==> src/rtl/capture_ctrl.sv <==
// DSO acquisition controller: ADC sample clock, decimated circular writes into the
// RAM512 buffers, trigger qualification, post-trigger countdown and host read hand-over.
module capture_ctrl #(
   parameter int DEPTH = 512,
   parameter int AW    = 9
) (
   input  logic          clk,
   input  logic          rst,
   input  logic          capture_start,
   input  logic [1:0]    trig_sel,
   input  logic          trig_edge,
   input  logic [AW-1:0] trig_pos,
   input  logic [3:0]    decimator,
   input  logic          trig1,
   input  logic          trig2,
   input  logic          rd_en,
   input  logic [AW-1:0] rd_addr,
   output logic          adc_clk,
   output logic          en,
   output logic          we,
   output logic [AW-1:0] addr,
   output logic          capture_done,
   output logic [AW-1:0] start_addr,
   output logic          busy
);

   typedef enum logic [2:0] {IDLE, FILL, ARMED, POST, DONE} state_t;

   localparam logic [AW:0] DEPTH_W = (AW+1)'(DEPTH);

   state_t        state_q, state_d;
   logic          adc_clk_q, adc_clk_d;
   logic [15:0]   dec_q, dec_d;
   logic [AW-1:0] wptr_q, wptr_d;
   logic [AW:0]   fill_q, fill_d;
   logic [AW:0]   post_q, post_d;
   logic          we_q, we_d;
   logic [AW-1:0] addr_q, addr_d;
   logic          done_q, done_d;
   logic          busy_q, busy_d;
   logic [AW-1:0] start_addr_q, start_addr_d;
   logic [1:0]    sync1_q, sync2_q, hist_q;

   logic          slot, active_q, active_d;
   logic          cur, prev, edge_sel, trig_event;
   logic [15:0]   dec_mask;
   logic [AW:0]   pre_need;

   assign slot     = ~adc_clk_q;
   assign active_q = (state_q == FILL) || (state_q == ARMED) || (state_q == POST);
   assign dec_mask = (16'd1 << decimator) - 16'd1;
   assign pre_need = DEPTH_W - {1'b0, trig_pos};

   // Edge detection on the synchronised, history-delayed copy of the selected pin
   always_comb begin
      cur        = trig_sel[0] ? sync2_q[1] : sync2_q[0];
      prev       = trig_sel[0] ? hist_q[1]  : hist_q[0];
      edge_sel   = trig_edge ? (~prev & cur) : (prev & ~cur);
      trig_event = (trig_sel == 2'b10) || (~trig_sel[1] && edge_sel);
   end

   always_comb begin
      adc_clk_d = ~adc_clk_q;
      dec_d     = dec_q;
      wptr_d    = wptr_q;
      fill_d    = fill_q;
      post_d    = post_q;
      if (slot && active_q) dec_d = dec_q + 16'd1;
      if (we_q) begin
         wptr_d = wptr_q + 1'b1;
         if (fill_q != DEPTH_W) fill_d = fill_q + 1'b1;
         if (state_q == POST)   post_d = post_q + 1'b1;
      end
      if (capture_start) begin
         dec_d  = '0;
         wptr_d = '0;
         fill_d = '0;
         post_d = '0;
      end
   end

   // Transitions use the counts including this cycle's write, so the write that
   // completes a phase is the last one of that phase.
   always_comb begin
      state_d = state_q;
      if (capture_start) begin
         state_d = FILL;
      end else begin
         case (state_q)
            FILL:    if (fill_d >= pre_need) state_d = ARMED;
            ARMED:   if (trig_event) state_d = (trig_pos == '0) ? DONE : POST;
            POST:    if (we_q && (post_d == {1'b0, trig_pos})) state_d = DONE;
            default: state_d = state_q;
         endcase
      end
   end

   // Outputs are precomputed one cycle ahead so they leave the block registered
   always_comb begin
      active_d     = (state_d == FILL) || (state_d == ARMED) || (state_d == POST);
      we_d         = active_d && ~adc_clk_d && ((dec_d & dec_mask) == 16'd0);
      addr_d       = wptr_d;
      busy_d       = active_d;
      done_d       = (state_d == DONE);
      start_addr_d = done_d ? wptr_d : start_addr_q;
   end

   always_ff @(posedge clk) begin
      if (rst) begin
         state_q      <= IDLE;
         adc_clk_q    <= 1'b0;
         dec_q        <= '0;
         wptr_q       <= '0;
         fill_q       <= '0;
         post_q       <= '0;
         we_q         <= 1'b0;
         addr_q       <= '0;
         done_q       <= 1'b0;
         busy_q       <= 1'b0;
         start_addr_q <= '0;
         sync1_q      <= '0;
         sync2_q      <= '0;
         hist_q       <= '0;
      end else begin
         state_q      <= state_d;
         adc_clk_q    <= adc_clk_d;
         dec_q        <= dec_d;
         wptr_q       <= wptr_d;
         fill_q       <= fill_d;
         post_q       <= post_d;
         we_q         <= we_d;
         addr_q       <= addr_d;
         done_q       <= done_d;
         busy_q       <= busy_d;
         start_addr_q <= start_addr_d;
         sync1_q      <= {trig2, trig1};
         sync2_q      <= sync1_q;
         hist_q       <= sync2_q;
      end
   end

   assign adc_clk      = adc_clk_q;
   assign we           = we_q;
   assign en           = done_q ? rd_en : we_q;
   assign addr         = done_q ? rd_addr : addr_q;
   assign capture_done = done_q;
   assign start_addr   = start_addr_q;
   assign busy         = busy_q;

endmodule

==> config.mk <==
export PLATFORM = sky130hd
export DESIGN_NAME = capture_ctrl
export DESIGN_NICKNAME = d
export VERILOG_FILES = /design/src/rtl/capture_ctrl.sv
export SDC_FILE = /design/constraint.sdc
export NUM_CORES = 1
export LEC_CHECK = 0
export BUFFER_PORTS_ARGS = -buffer_cell sky130_fd_sc_hd__clkbuf_2
export CELL_PAD_IN_SITES_DETAIL_PLACEMENT = 0
export CELL_PAD_IN_SITES_GLOBAL_PLACEMENT = 1
export CORE_MARGIN = 1
export CORE_UTILIZATION = 40
export DETAILED_ROUTE_END_ITERATION = 10
export PLACE_DENSITY_LB_ADDON = 0.1
export SETUP_SLACK_MARGIN = 0.02
export SLEW_MARGIN = 25
export SYNTH_ARGS = -nofsm -noshare
export SYNTH_HDL_FRONTEND = slang
export SYNTH_SLANG_ARGS = --single-unit
==> constraint.sdc <==
create_clock -name clk -period 2.7 [get_ports clk]
set_clock_uncertainty 0.15 [all_clocks]
set_input_delay 0.405 -clock clk [delete_from_list [all_inputs] [get_ports clk]]
set_output_delay 0.405 -clock clk [all_outputs]
set_load 0.03 [all_outputs]
* Word level (Yosys, flattened, before mapping)
Cells that the tools add are included.
** Storage, ports and cells
- Register bits :: 67
- Output and inout port bits :: 23
- Logic and storage cells :: 71
** Operators by class
- Bitwise gates (word level) :: 7
- $lt $le $gt $ge :: 1
- Shift operators :: 1
- Add/subtract/negate cells :: 6
- Multiplexer cells :: 21
- Reductions and logical operators :: 12
- Equality and inequality tests :: 10
** Operator list (number)
- $mux W10 :: 6
- $mux W16 :: 2
- $mux W9 :: 3
- $add A10 B1 Y10 const B :: 2
- $add A16 B1 Y16 const B :: 1
- $and A16 B16 Y16 :: 1
- $logic_not A16 Y1 :: 1
- $shl A1 B4 Y16 const A :: 1
- $sub A16 B1 Y16 const B :: 1
- $mux W3 :: 5
- $eq A3 B2 Y1 const B :: 4
- $eq A10 B9 Y1 :: 1
- $ge A10 B10 Y1 :: 1
- $ne A10 B10 Y1 const B :: 1
- $sub A10 B9 Y10 const A :: 1
- $add A9 B1 Y9 const B :: 1
- $logic_not A9 Y1 :: 1
- $pmux W3 S3 :: 1
- $eq A3 B1 Y1 const B :: 2
- $logic_and A1 B1 Y1 :: 5
- $logic_or A1 B1 Y1 :: 5
- $mux W1 :: 4
- $not A1 Y1 :: 4
- $eq A3 B3 Y1 const B :: 1
- other kinds (2) :: 3

* Depth between registers and ports, before layout
- Depth after elaboration :: 14
- Depth in mapped cells :: 16
- Depth with buffers taken out :: 16

* Least setup slack after synthesis
Ideal clock, no wire load.
- Path type :: flip-flop to flip-flop
- From :: register we_q (netlist: we)
- To :: register state_q[0]
- Library setup time :: 122 ps
- Stages on the path, launching flop included :: 14
- Path buffers :: 1
- Data arrival time :: 2874 ps
- Setup slack :: -446 ps
- Cells stage by stage :: dfxtp_1 -> clkbuf_1 -> o41a_1 -> nand3_1 -> nor2_1 -> xnor2_1 -> nor2_1 -> ha_1 -> o21a_1 -> o211ai_1 -> o211ai_1 -> a21oi_1 -> o21a_1 -> o31a_2
** Between the ends
- Elaborated cells on any way between the ends :: 11
- Those cells by class :: order compare (1); eq/ne (1); mux (8); reduce/logical (1)
** RTL lines
- from (decl) :: RTL line 37 : logic we_q, we_d;
- from (signal assigned) :: RTL line 131 : we_q <= we_d;
- $mux W10 :: RTL line 69 : if (we_q) begin
- $mux W10 :: RTL line 74 : if (capture_start) begin
- via fill_d[5] :: RTL line 35 : logic [AW:0] fill_q, fill_d;
- $ge A10 B10 Y1 :: RTL line 90 : FILL: if (fill_d >= pre_need) state_d = ARMED;
- $mux W3 :: RTL line 90
- $pmux W3 S3 :: RTL line 89 : case (state_q)
- $mux W3 :: RTL line 86 : if (capture_start) begin
- to (signal assigned) :: RTL line 125 : state_q <= state_d;
- to (decl) :: RTL line 31 : state_t state_q, state_d;
The timed path passes the listed nets, and every way through them passes these cells.
A chain may end at the register's enable or synchronous reset.

* Worst setup path in the final report
- From :: register fill_q[5]
- To :: register state_q[0]
** Between the ends
- Word-level cells in the longest chain between the ends :: 8
- Elaborated cells on any way between the ends :: 9
- Those cells by class :: add/sub (1); order compare (1); eq/ne (1); mux (6)
** Ends and longest elaborated chain
- from (decl) :: RTL line 35
- from (signal assigned) :: RTL line 129 : fill_q <= fill_d;
- $add A10 B1 Y10 / $ne A10 B10 Y1 (equally long branches) :: RTL line 71 : if (fill_q != DEPTH_W) fill_d = fill_q + 1'b1;
- $mux W10 :: RTL line 71
- $mux W10 * :: RTL line 69
- $mux W10 * :: RTL line 74
- via fill_d[5] :: RTL line 35
- $ge A10 B10 Y1 * :: RTL line 90
- $mux W3 * :: RTL line 90
- $pmux W3 S3 * :: RTL line 89
- $mux W3 * :: RTL line 86
Mark *: on every way through the listed nets, which the timed path passes. The rest lies on a longest branch.

==> impl_metrics.json <==
{
  "dp_hpwl_um": 8850,
  "drt_iter0_drc": 140,
  "io_buffers": 53,
  "p_switching_uw": 606,
  "stdcell_count": 792,
  "vias": 4169,
  "cts_buffer_depth": 2,
  "yosysSeqAreaShare_pct": 31.2,
  "cts_buffers": 9,
  "finalPower_uw": 2060,
  "crit_type": "register to register",
  "synth_top_area_share_pct": 31.2,
  "rows": 37,
  "worst_pin_slew_ps": 688,
  "setup_ws_ps": -337,
  "grt_setup_unrepaired": "true",
  "overflow": 0,
  "grt_pass1_vias": 4069,
  "synthCells": 508,
  "post-route-min-period_ps": 3040,
  "pwr-share-clk_pct": 38.6,
  "intPower_uw": 1450,
  "relSlewSlack_pct": 52.9,
  "netlist_area_um2": 4230,
  "grt_max_degree": 26,
  "status": "finished, violations left",
  "setup-violations-final": 11,
  "synth.avg_cell_area_um2": 8.33,
  "fmax_mhz": 329,
  "drv_slew": 0,
  "cts_tree": "done",
  "combPwrFrac_pct": 13.3,
  "setup_tns_ps": -1460,
  "cp.required_ps": 2800,
  "clkTransAtPathRegs_ps": 80,
  "synth_seq_cells": 66,
  "diodes": 0,
  "root_buffer": "clkbuf_8",
  "drive_gt1_share_pct": 34.5,
  "r2r_cells": 14,
  "share_seq_of_total_power_pct": 48.1,
  "nets": 700,
  "final_common_cell": "buf_4",
  "n_fill_cell": 1042,
  "crit_path_end_kind": "register",
  "worstSetupStartpointType": "register",
  "min_path_cells": 2,
  "final_cell_mix": "107 x buf_4, 69 x nor2_1, 63 x dfxtp_1",
  "die_y_um": 105,
  "final_util_pct": 54.5,
  "dr.pass1.iters": 5,
  "async_flop_share_pct": 0,
  "synth-edff-count": 0,
  "pin_count": 54,
  "grt_antenna_before_repair": 0,
  "synthToLayoutAreaGrowth_pct": 32.3,
  "period_share_pct": 112,
  "gp_congestion": 0.822,
  "crit_fanout": 4,
  "clock-sinks": 66,
  "cap_violations": 0,
  "grtUsageTotal_pct": 22.4,
  "detail-route-antenna-nets": 0,
  "start_util_pct": 41.2,
  "dieArea_um2": 11000,
  "htreeDepth": 3,
  "failed_checks": "setup timing",
  "clk_latency_ps": 360,
  "yosysUniqueCellTypes": 72,
  "die_w_um": 105,
  "crit_arrival_ps": 3140,
  "core_area_um2": 10300,
  "finalWirelength_um": 11600,
  "drc": 0,
  "p_sw_share_pct": 29.5,
  "grt_pass1_wl_um": 19500,
  "synth_area_leaders": "dfxtp_1 31%, nor2_1 6.2%, xnor2_1 5.6%, ha_1 5.3%, mux2_2 5.1%",
  "synth_largest_area_cell": "dfxtp_1",
  "p_per_area_nw_per_um2": 367,
  "hold_viol": 0,
  "p_leak_uw": 0.00233,
  "via_per_inst": 5.26,
  "ir_drop_mv": 0.266,
  "syn-num-nets": 557,
  "hp-class": "input port to register",
  "wire_per_inst_um": 14.6,
  "ys_warn_count": 0,
  "placed_cells": 773,
  "ctsHoldBuffers": 0,
  "yosys_most_used_dff": "dfxtp_1"
}
[logic make-up (layout without fill, tap and decap cells)]
family | count (synthesis) | after routing | share of synthesized area [%]
muxes | 25 | 25 | 6.48
xor gates and xnor gates | 46 | 46 | 9.52
buffers and inverters | 52 | 199 | 5.53
DFF | 66 | 66 | 31.2
adders and majority gates | 18 | 18 | 5.32
and+or+nand+nor | 219 | 219 | 27.6
AOI/OAI and AO/OA | 82 | 83 | 14.3
[state kept, by name (all words and copies together) (netlist names), 2 cells and up]
name        flops
dec_q          15
fill_q         10
post_q         10
addr_q          9
start_addr      9
state_q         3
hist_q          2
sync1_q         2
sync2_q         2
[layer usage]
metal	vias to the layer above	track usage (%)	share of wire, %
li1	2099	-	-
met1	1978	28.0	46
met2	76	38.1	48
met3	16	4.68	4.4
met4	0	7.65	1.5
met5	-	0	0
[repair_timing]
item | 4_1_cts | 5_1_grt
pin swaps | 4 | 5
resized for setup | 7 | 7
setup endpoints to repair | 12 | 13
setup buffers | 1 | 1
cloned | 1 | 0
[power by group through the flow]
| stage | sequential, µW | combinational, µW | clock [µW] |
|---|---|---|---|
| 2_1_floorplan | 1020 | 132 | 0 |
| 3_3_place_gp | 1010 | 261 | 0 |
| 3_5_place_dp | 1010 | 263 | 0 |
| 4_1_cts | 988 | 272 | 827 |
| 5_1_grt | 990 | 301 | 869 |
| 6_report | 988 | 274 | 794 |
[metrics by stage]
stage	setup WS, ps	cell area [µm²]	hold WS (ps)
2_1_floorplan	-249	4240	264
3_3_place_gp	-308	5320	272
3_5_place_dp	-338	5320	286
4_1_cts	-352	5570	86.9
5_1_grt	-521	5600	85.9
6_report	-337	5600	103
[final timing paths]
kind | end | slack (ps) | startpoint
worst max-delay path | state_q[0]$_SDFF_PP0_ | -340 | fill_q[5]$_SDFF_PP0_
worst min-delay path | sync1_q[0]$_SDFF_PP0_ | 100 | trig1
worst max register to register | state_q[0]$_SDFF_PP0_ | -340 | fill_q[5]$_SDFF_PP0_
worst min register to register | sync2_q[0]$_SDFF_PP0_ | 300 | sync1_q[0]$_SDFF_PP0_
[worst max-delay path: stages, from the launching register on]
cell	delay [ps]
dfxtp_2	330
nor4_2	250
nand3_1	100
o41a_1	370
nand3_1	120
nor2_1	50
xnor2_1	170
nor2_1	60
ha_1	310
o21a_1	130
o211ai_1	80
o211ai_1	230
a21oi_1	90
o21a_1	170
o31a_2	310
[cell usage after synthesis, types with 14 or more instances]
| library cell | instances |
|---|---|
| nand3_1 | 19 |
| nor3_1 | 16 |
| inv_1 | 23 |
| nor2b_1 | 18 |
| nor2_1 | 70 |
| xnor2_1 | 27 |
| nand2_1 | 34 |
| dfxtp_1 | 66 |
| ha_1 | 18 |
| clkbuf_1 | 20 |
| o21ai_0 | 15 |
| xor2_1 | 19 |
| a21oi_1 | 14 |
| mux2_2 | 19 |
[layout make-up]
cell class | instances | area (µm²) | area share [%]
Clock buffer | 9 | 124 | 2.21
Tap cell | 136 | 170 | 3.04
Sequential cell | 66 | 1330 | 23.7
Multi-Input combinational cell | 391 | 2760 | 49.4
Clock inverter | 7 | 60.1 | 1.07
Timing Repair Buffer | 160 | 1070 | 19.1
Inverter | 23 | 86.3 | 1.54
(Power assumes the default switching activity.)
